<file path="src/rtl/mem_access_unit.sv">
// Purpose: RV32I load/store sequencer between the control FSM and a req/ack memory bus.
// Latency: start-to-done is 2 cycles minimum (accept, REQ with ack), plus one cycle per ack wait.
// Backpressure: holds mem_req with stable bus fields until mem_ack; start is ignored while busy.
module mem_access_unit #(
  parameter int XLEN   = 32,
  parameter int ADDR_W = 32
) (
  input  logic              clock,
  input  logic              reset,
  input  logic              start,
  input  logic              we,
  input  logic [2:0]        funct3,
  input  logic [ADDR_W-1:0] addr,
  input  logic [XLEN-1:0]   wdata,
  output logic              busy,
  output logic              done,
  output logic              fault,
  output logic [XLEN-1:0]   rdata_out,
  output logic              mem_req,
  output logic              mem_we,
  output logic [ADDR_W-1:0] mem_addr,
  output logic [3:0]        mem_be,
  output logic [XLEN-1:0]   mem_wdata,
  input  logic              mem_ack,
  input  logic [XLEN-1:0]   mem_rdata
);

  typedef enum logic [1:0] {S_IDLE, S_REQ, S_DONE, S_FAULT} state_t;

  state_t            state_q, state_d;
  logic              we_q, we_d;
  logic [2:0]        funct3_q, funct3_d;
  logic [1:0]        off_q, off_d;
  logic [ADDR_W-1:0] addr_q, addr_d;
  logic [3:0]        be_q, be_d;
  logic [XLEN-1:0]   wdata_q, wdata_d;
  logic [XLEN-1:0]   rdata_q, rdata_d;

  // Decoded view of the incoming command (only meaningful while IDLE)
  logic              cmd_illegal;
  logic [3:0]        cmd_be;
  logic [XLEN-1:0]   cmd_lanes;

  // Load extraction from the bus word using the latched offset and width
  logic [XLEN-1:0]   rd_shift;
  logic [XLEN-1:0]   ld_ext;

  // Classify the command: byte enables, replicated store lanes, and legality
  always_comb begin
    cmd_illegal = 1'b0;
    cmd_be      = 4'b0000;
    cmd_lanes   = wdata;
    case (funct3[1:0])
      2'b00: begin
        cmd_be    = 4'b0001 << addr[1:0];
        cmd_lanes = {4{wdata[7:0]}};
      end
      2'b01: begin
        cmd_be      = 4'b0011 << addr[1:0];
        cmd_lanes   = {2{wdata[15:0]}};
        cmd_illegal = addr[0];
      end
      2'b10: begin
        cmd_be      = 4'b1111;
        cmd_lanes   = wdata;
        // 110 has no RV32I meaning; words also need natural alignment
        cmd_illegal = funct3[2] | (addr[1:0] != 2'b00);
      end
      default: begin
        cmd_illegal = 1'b1;
      end
    endcase
  end

  // Select the addressed byte/halfword and extend it per the latched funct3
  always_comb begin
    rd_shift = mem_rdata >> {off_q, 3'b000};
    case (funct3_q)
      3'b000:  ld_ext = {{(XLEN-8){rd_shift[7]}}, rd_shift[7:0]};
      3'b001:  ld_ext = {{(XLEN-16){rd_shift[15]}}, rd_shift[15:0]};
      3'b100:  ld_ext = {{(XLEN-8){1'b0}}, rd_shift[7:0]};
      3'b101:  ld_ext = {{(XLEN-16){1'b0}}, rd_shift[15:0]};
      default: ld_ext = mem_rdata;
    endcase
  end

  // Next-state and latch logic for the sequencer
  always_comb begin
    state_d  = state_q;
    we_d     = we_q;
    funct3_d = funct3_q;
    off_d    = off_q;
    addr_d   = addr_q;
    be_d     = be_q;
    wdata_d  = wdata_q;
    rdata_d  = rdata_q;
    case (state_q)
      S_IDLE: begin
        if (start) begin
          we_d     = we;
          funct3_d = funct3;
          off_d    = addr[1:0];
          if (cmd_illegal) begin
            state_d = S_FAULT;
          end else begin
            // Bus fields only change for commands that will actually go out
            addr_d  = {addr[ADDR_W-1:2], 2'b00};
            be_d    = cmd_be;
            wdata_d = cmd_lanes;
            state_d = S_REQ;
          end
        end
      end
      S_REQ: begin
        if (mem_ack) begin
          if (!we_q) rdata_d = ld_ext;
          state_d = S_DONE;
        end
      end
      S_DONE:  state_d = S_IDLE;
      S_FAULT: state_d = S_IDLE;
      default: state_d = S_IDLE;
    endcase
  end

  // State and datapath registers with synchronous active-low reset
  always_ff @(posedge clock) begin
    if (!reset) begin
      state_q  <= S_IDLE;
      we_q     <= 1'b0;
      funct3_q <= 3'b000;
      off_q    <= 2'b00;
      addr_q   <= '0;
      be_q     <= 4'b0000;
      wdata_q  <= '0;
      rdata_q  <= '0;
    end else begin
      state_q  <= state_d;
      we_q     <= we_d;
      funct3_q <= funct3_d;
      off_q    <= off_d;
      addr_q   <= addr_d;
      be_q     <= be_d;
      wdata_q  <= wdata_d;
      rdata_q  <= rdata_d;
    end
  end

  // Outputs come straight from registers or the state decode; nothing from mem_ack
  assign busy      = (state_q != S_IDLE);
  assign done      = (state_q == S_DONE);
  assign fault     = (state_q == S_FAULT);
  assign mem_req   = (state_q == S_REQ);
  assign mem_we    = we_q & (state_q == S_REQ);
  assign mem_addr  = addr_q;
  assign mem_be    = be_q;
  assign mem_wdata = wdata_q;
  assign rdata_out = rdata_q;

endmodule
</file>
<file path="config.mk">
export PLATFORM = sky130hd
export DESIGN_NAME = mem_access_unit
export DESIGN_NICKNAME = d
export VERILOG_FILES = /design/src/rtl/mem_access_unit.sv
export SDC_FILE = /design/constraint.sdc
export NUM_CORES = 1
export LEC_CHECK = 0
export CAP_MARGIN = 10
export CORE_MARGIN = 4
export CORE_UTILIZATION = 43
export CTS_CLUSTER_SIZE = 24
export DETAILED_ROUTE_END_ITERATION = 12
export GPL_TIMING_DRIVEN = 0
export HOLD_SLACK_MARGIN = 0.08
export PLACE_DENSITY = 0.8
export SETUP_SLACK_MARGIN = 0.4
export SYNTH_ARGS = -nofsm -noshare
export SYNTH_HDL_FRONTEND = slang
export SYNTH_SLANG_ARGS = --single-unit
export TNS_END_PERCENT = 50
</file>
<file path="constraint.sdc">
create_clock -name clock -period 2.45 [get_ports clock]
set_input_delay 0.49 -clock clock [delete_from_list [all_inputs] [get_ports clock]]
set_output_delay 0.49 -clock clock [all_outputs]
set_load 0.01 [all_outputs]
</file>
==> flow_summary.ini, run 1 <==
[run_status]
status = finished, final reports clean

[timing]
max_clock_freq_mhz = 494.5
setup_repair_after_global_routing_missed_its_margin = true
setup_viol_count_final = 0
skew_ns = 0.008812
relSlewSlack = 0.6290
post-route-period-util = 0.8255
timing.final.crit_period_ns = 2.022
report.final.hold_viol_count = 0
slew_worst_pin_ns = 0.5565
drv_slew = 0

[route]
dr.first_iter.drc_count = 298
drt-vias-per-instance = 5.363
wl_per_cell_um = 17.99
via_count = 5127
drt-pass1-iter-count = 5
detail_route.drc_violations = 0
drt_wl_total_um = 17200
antenna_violating_nets_post_route = 0

[cts]
cts_clock_pin_slew_for_the_worst_setup_and_hold_paths_ns = 0.07
cts_hold_buf = 0
cts_buffers = 9
htreeDepth = 3
clock-sinks = 106
cts-root-to-sink-buffers = 2
cts_tree = done
clkLatencyLatePin_ns = 0.35
ctsRootBufferMaster = clkbuf_16

[global_routing]
vias_in_the_first_global_route = 5036
number_of_antenna_violations_at_the_first_check_in_global_routing = 0
grt_max_degree = 18
grt_pass1_wl_um = 25700
track_usage = 0.2400
grt.overflow.total = 0

[power_and_ir_drop]
report.power.total_mw = 4.300
power.share.combinational = 0.234
p_int_mw = 3.092
power.share.clock = 0.329
power.switching_fraction = 0.2808
peakVddDrop_mv = 0.4652
total_switching_power_mw = 1.207
power_density_nw_per_um2 = 557.6
pwr-share-seq = 0.437
power.static_leakage_nw = 2.956

[synthesis]
synthesized_netlist_cell_count = 588
synth_cell_type_count = 42
synthXorXnorAreaFrac = 0
total_of_flip_flops_plus_latches_after_synthesis = 106
compound_gate_portion_of_the_synthesized_area = 0.2593
synthMuxAreaShare = 0.09149
main_combinational_cell_family_by_area_after_synthesis = compound AO/OA/AOI/OAI gates
yosys.area_share.simple = 0.1793
ys_seq_area_frac = 0.4160
netlist_area_sq_um = 5101
netlist_top_cells_area = dfxtp_1 42%, nand2_1 11%, mux2i_1 8.0%
synth.top_cell.area_share = 0.4160
synth-adder-area-share = 0
synthesis.yosys.warnings = 0
synth_area_per_cell_sq_um = 8.675
synth.largest_area_cell = dfxtp_1

[final_layout]
area.growth.synth_to_final_pct = 51.17
multi_input_area_sq_um = 2743
number_of_diodes = 0
n_fill_cell = 941
layout-drive-gt1-share = 0.08487
finish.net_count = 912
final-seq-area_sq_um = 2126
number_of_standard_cells_in_the_layout_taps_in_and_fillers_out = 956

[setup_path]
timing.reg2reg.worst_path_depth = 7
setup.worst_path.start_class = flop
critical_path.max_fanout = 8
worstSetupPathType = reg -> out
rr_startpoint = off_q[0]$_SDFFE_PN0P_
crit_required_ns = 1.96
crit_buf_inv = 1
timing.critical_path.cells = nor2b_1, clkdlybuf4s50_1
reg2reg_to = rdata_out[30]$_SDFFE_PN0P_
regToRegSetupSlack_ns = 0.51
critical-path-max-stage-delay_ns = 0.54
cpLargestDelayFamily = buffers and inverters
critical_path.slowest_cell = clkdlybuf4s50_1
critPathCaptureType = output pin
worst_ep_arrival_time_ns = 1.53

[die]
die_area_sq_um = 13670
chipWidth_um = 116.9
floorplan.rows = 39
io_pins = 209
floorplan.initialDensity = 0.4430
core_sq_um = 11520
die_height_um = 116.9

[place]
post-dp-hpwl_um = 13280
placed_cells_incl_taps = 936
portBuffers = 204
finalWeightedCongestion = 0.9571

[min_path]
whs_path_depth = 2
hold_wc_path_type = reg -> reg
holdCritStartpoint = mem_wdata[2]$_SDFFE_PN0P_
worstHoldEndpoint = mem_wdata[2]$_SDFFE_PN0P_

[flow_run]
max_cap_violations = 0
-- routing by layer --
layer | vias to the layer above | global-route usage | wire length [um]
met3 | 39 | 0.05347 | 1148
met4 | 0 | 0.08257 | 440
met5 | - | 0 | 0
met2 | 204 | 0.4137 | 8399
met1 | 2402 | 0.2960 | 7213
li1 | 2482 | - | -
-- cells in the final DEF, fill, tap and decap left out, drive strengths merged, types with 4 or more instances in the layout --
master	instances
o211a	17
mux2i	41
clkdlybuf4s50	197
dfxtp	106
o32ai	7
nor2	28
a2bb2oi	7
nand3b	7
nor2b	11
buf	21
nand2	145
dlygate4sd2	5
a21oi	15
clkinv	4
a21boi	48
o21ai	35
o2bb2ai	7
a31oi	16
nand2b	4
o211ai	9
nand3	8
clkbuf	50
-- synthesized netlist by cell type --
| library cell | n |
|---|---|
| dfxtp_1 | 106 |
| buf_1 | 3 |
| and4bb_2 | 1 |
| o211a_1 | 17 |
| nor4b_1 | 1 |
| o32ai_1 | 7 |
| buf_4 | 2 |
| a21boi_1 | 12 |
| a22oi_1 | 1 |
| conb_1 | 1 |
| buf_12 | 1 |
| nor2b_1 | 11 |
| buf_6 | 2 |
| o21ai_1 | 1 |
| o21ai_0 | 34 |
| o2bb2ai_1 | 7 |
| o211ai_1 | 9 |
| mux2_2 | 1 |
| nor4_1 | 1 |
| nand2b_1 | 4 |
| a31oi_1 | 6 |
| and2_1 | 2 |
| nand3b_1 | 7 |
| a211o_1 | 1 |
| buf_2 | 12 |
| inv_1 | 2 |
| mux2i_1 | 41 |
| a21boi_0 | 36 |
| clkbuf_1 | 36 |
| or2_2 | 1 |
| mux4_2 | 2 |
| nor3b_1 | 2 |
| a21oi_1 | 15 |
| a31oi_4 | 10 |
| nand2_1 | 145 |
| o21a_1 | 2 |
| or4bb_1 | 1 |
| or3_1 | 1 |
| o311ai_0 | 1 |
| nor2_1 | 28 |
| nand3_1 | 8 |
| a2bb2oi_1 | 7 |
-- final cells by class --
| cell class | instances | area share |
|---|---|---|
| tap | 143 | 0.02320 |
| clock inverter | 5 | 0.005030 |
| multi-input combinational | 425 | 0.3557 |
| inverter | 2 | 0.0009736 |
| timing repair buffer | 208 | 0.2685 |
| clock buffer | 11 | 0.03278 |
| sequential | 106 | 0.2757 |
| buffer | 56 | 0.03813 |
-- flip-flops by register name, indices dropped and copies added, names as in the netlist --
register,flops
mem_wdata,32
rdata_out,32
mem_addr,30
mem_be,4
funct3_q,3
off_q,2
state_q,2
we_q,1
-- logic make-up after synthesis --
group | after synthesis
other | 1
AND/OR/NAND/NOR | 213
buffers and inverters | 58
flip-flops | 106
AO/OA/AOI/OAI | 166
multiplexers | 44
-- tightest hold or removal path, cell delays in order, from the launching register on --
cell	delay (ns)
dfxtp_1	0.31
nand2_1	0.05
a21boi_1	0.05
-- metrics by stage --
step | hold slack (ns) | setup WS (ns) | utilization | instance area, sq um | setup TNS (ns)
after detailed placement | 0.4468 | -0.2402 | 0.6361 | 7326 | -7.203
final | 0.4536 | 0.4276 | 0.6696 | 7711 | 0
after CTS | 0.4566 | 0.3954 | 0.6656 | 7665 | 0
after global routing | 0.4766 | 0.3615 | 0.6696 | 7711 | 0
after global placement | 0.4413 | -0.2102 | 0.6361 | 7326 | -4.868
after floorplan | 0.4751 | 0.6269 | - | 5105 | 0
-- power by group through the flow --
stage	logic, mW	registers [mW]	clock network, mW
finish	1.01	1.88	1.41
global route	1.07	1.89	1.51
CTS	0.991	1.88	1.43
detailed placement	0.978	1.92	0
global placement	0.958	1.91	0
floorplan	0.435	1.95	0
-- worst max path at each step --
stage	from	end	slack, ns	depth (start not counted)
2_1_floorplan	funct3[0]	mem_wdata[21]$_SDFFE_PN0P_	0.63	7
6_report	state_q[1]$_SDFFE_PN0P_	done	0.43	2
5_1_grt	state_q[1]$_SDFFE_PN0P_	done	0.36	2
4_1_cts	off_q[0]$_SDFFE_PN0P_	rdata_out[5]$_SDFFE_PN0P_	0.40	7
3_3_place_gp	addr[0]	mem_addr[29]$_SDFFE_PN0P_	-0.21	7
3_5_place_dp	addr[1]	mem_wdata[22]$_SDFFE_PN0P_	-0.24	7
-- timing repair --
item                                    CTS  global route
buffers inserted                          1             3
endpoints found under the setup margin   98            84
pin swaps                                 2             1
gates resized for setup                  23            13
No activity file was read; power rests on OpenSTA's default activity.
==> run 2, diff against run 1 <==
--- a/config.mk
+++ b/config.mk
@@ -7,12 +7,12 @@
 export LEC_CHECK = 0
 export CAP_MARGIN = 10
 export CORE_MARGIN = 4
-export CORE_UTILIZATION = 43
+export CORE_UTILIZATION = 39
 export CTS_CLUSTER_SIZE = 24
 export DETAILED_ROUTE_END_ITERATION = 12
 export GPL_TIMING_DRIVEN = 0
 export HOLD_SLACK_MARGIN = 0.08
-export PLACE_DENSITY = 0.8
+export PLACE_DENSITY = 0.77
 export SETUP_SLACK_MARGIN = 0.4
 export SYNTH_ARGS = -nofsm -noshare
 export SYNTH_HDL_FRONTEND = slang
==> constraint.sdc (replaced) <==
create_clock -name clock -period 1.7 [get_ports clock]
set_input_delay 0.34 -clock clock [delete_from_list [all_inputs] [get_ports clock]]
set_output_delay 0.34 -clock clock [all_outputs]
set_load 0.01 [all_outputs]
==> run 2 against run 1 <==
  * The run now ends with setup timing left
  * Routed wire length up 15%
  * Sequential cell count unchanged
  * Worst hold slack worse by 0.0013 ns
  * Die area up 9.5%
  * First-iteration DRC count up 62%
  * Setup slack worse by 0.66 ns
  * Sequential power up 45%
  * Count of clock-buffer cells in the layout down 1
  * Register-to-register slack worse by 0.74 ns
  * Global-route usage up 0.56 points
  * Total power up 61%
  * Largest cell class unchanged
==> flow_summary.ini, run 2 (synthesized netlist as in run 1, its figures left out) <==
[global_routing]
grt_max_degree = 18
grt.overflow.total = 0
track_usage = 0.2456
grt_pass1_wl_um = 29090
number_of_antenna_violations_at_the_first_check_in_global_routing = 0
vias_in_the_first_global_route = 5547

[die]
core_sq_um = 12720
die_height_um = 122.4
io_pins = 209
floorplan.initialDensity = 0.4010
floorplan.rows = 41
chipWidth_um = 122.4
die_area_sq_um = 14970

[setup_path]
timing.critical_path.cells = buf_6, mux2i_1, mux4_2, or3_4, buf_6, buf_12, a31oi_4
critical-path-max-stage-delay_ns = 0.48
critPathCaptureType = flop
timing.reg2reg.worst_path_depth = 7
critical_path.max_fanout = 10
worstSetupPathType = reg -> reg
regToRegSetupSlack_ns = -0.23
critical_path.slowest_cell = mux4_2
rr_startpoint = off_q[0]$_SDFFE_PN0P_
crit_required_ns = 1.97
worst_ep_arrival_time_ns = 2.20
setup.worst_path.start_class = flop
reg2reg_to = rdata_out[26]$_SDFFE_PN0P_
critical-path-top-cell-by-count = buf_6

[min_path]
holdCritStartpoint = mem_addr[12]$_SDFFE_PN0P_
whs_path_depth = 2
worstHoldEndpoint = mem_addr[12]$_SDFFE_PN0P_
hold_wc_path_type = reg -> reg

[cts]
cts_hold_buf = 0
cts_buffers = 9
clock-sinks = 106
clkLatencyLatePin_ns = 0.34
htreeDepth = 3
cts-root-to-sink-buffers = 2
cts_tree = done
cts_clock_pin_slew_for_the_worst_setup_and_hold_paths_ns = 0.08
ctsRootBufferMaster = clkbuf_16

[route]
dr.first_iter.drc_count = 483
drt-vias-per-instance = 5.384
wl_per_cell_um = 19.42
drt-pass1-iter-count = 5
drt_wl_total_um = 19810
antenna_violating_nets_post_route = 0
detail_route.drc_violations = 0
via_count = 5492

[final_layout]
finish.net_count = 947
area.growth.synth_to_final_pct = 73.71
number_of_standard_cells_in_the_layout_taps_in_and_fillers_out = 1020
number_of_diodes = 0
layout-drive-gt1-share = 0.3597
layout.cells.most_common_list = 91 x dfxtp_1, 91 x clkdlybuf4s50_1, 83 x nand2_1

[power_and_ir_drop]
p_int_mw = 5.016
power.switching_fraction = 0.2759
power.share.combinational = 0.263
total_switching_power_mw = 1.912
pwr-share-seq = 0.392
peakVddDrop_mv = 0.4375
power_density_nw_per_um2 = 781.8
power.static_leakage_nw = 3.900
power.share.clock = 0.345

[timing]
drv_slew = 0
report.final.hold_viol_count = 0
relSlewSlack = 0.5930
timing.final.crit_period_ns = 1.932
post-route-period-util = 1.136
skew_ns = 0.008942
setup_repair_after_global_routing_missed_its_margin = true
worst_slack_ns = -0.2317
timing.setup.tns_ns = -3.521
setup_viol_count_final = 24
max_clock_freq_mhz = 517.7
slew_worst_pin_ns = 0.6083

[place]
post-dp-hpwl_um = 13230
finalWeightedCongestion = 0.8966
portBuffers = 204
placed_cells_incl_taps = 965

[flow_run]
max_cap_violations = 0

[run_status]
status = finished, violations left
failed_checks = setup timing
[run 2: layout make-up]
| type | instances | area (sq um) |
|---|---|---|
| fill | 967 | 3861 |
| multi-input combinational | 425 | 3278 |
| timing repair buffer | 243 | 2361 |
| sequential | 106 | 2146 |
| buffer | 56 | 510.5 |
| clock buffer | 10 | 229.0 |
| tap | 172 | 215.2 |
| clock inverter | 6 | 113.9 |
| inverter | 2 | 7.507 |
[run 2: worst max path at each step]
| stage | slack [ns] | start | end |
|---|---|---|---|
| final | -0.23 | off_q[0]$_SDFFE_PN0P_ | rdata_out[26]$_SDFFE_PN0P_ |
| after global routing | -0.25 | off_q[0]$_SDFFE_PN0P_ | rdata_out[30]$_SDFFE_PN0P_ |
| after CTS | -0.19 | off_q[0]$_SDFFE_PN0P_ | rdata_out[26]$_SDFFE_PN0P_ |
| after detailed placement | -0.72 | mem_rdata[31] | rdata_out[26]$_SDFFE_PN0P_ |
| after global placement | -0.64 | mem_rdata[31] | rdata_out[24]$_SDFFE_PN0P_ |
| after floorplan | -0.07 | off_q[0]$_SDFFE_PN0P_ | rdata_out[21]$_SDFFE_PN0P_ |
[run 2: worst max-delay path, delay by kind of cell (launching register included)]
| family | cells | cell delay, ns |
|---|---|---|
| flip-flops | 1 | 0.31 |
| multiplexers | 2 | 0.62 |
| buffers and inverters | 3 | 0.42 |
| AND/OR/NAND/NOR | 1 | 0.34 |
| AO/OA/AOI/OAI | 1 | 0.15 |
[run 2: routing by layer]
metal / share of wire / vias up / track usage
met4: 0.033 / 0 / 0.1148
met1: 0.40 / 2626 / 0.2966
met2: 0.51 / 245 / 0.4273
met5: 0 / - / 0
met3: 0.060 / 52 / 0.03871
li1: - / 2569 / -
[run 2: what timing repair did]
action | CTS | global route
setup endpoints to repair | 208 | 199
setup buffers | 23 | 4
pin swaps | 30 | 34
gates resized for setup | 369 | 221
cloned | 12 | 0
endpoints found under the hold margin | 0 | 0
[run 2: power by group through the flow]
stage | clock (mW) | combinational (mW) | sequential, mW
floorplan | 0 | 0.662 | 2.81
global placement | 0 | 1.42 | 2.76
detailed placement | 0 | 1.44 | 2.77
CTS | 2.41 | 1.68 | 2.71
global route | 2.53 | 1.93 | 2.73
finish | 2.39 | 1.82 | 2.72
[run 2: stage by stage]
step / power (mW) / util / hold slack, ns / setup WS [ns] / area (sq um)
global placement: 4.176 / 0.5883 / 0.4391 / -0.6357 / 7485
detailed placement: 4.208 / 0.5883 / 0.4450 / -0.7155 / 7485
floorplan: 3.476 / - / 0.4465 / -0.07449 / 5228
finish: 6.928 / 0.6965 / 0.4523 / -0.2317 / 8861
CTS: 6.794 / 0.6791 / 0.4525 / -0.1860 / 8640
global route: 7.192 / 0.6965 / 0.4724 / -0.2548 / 8861
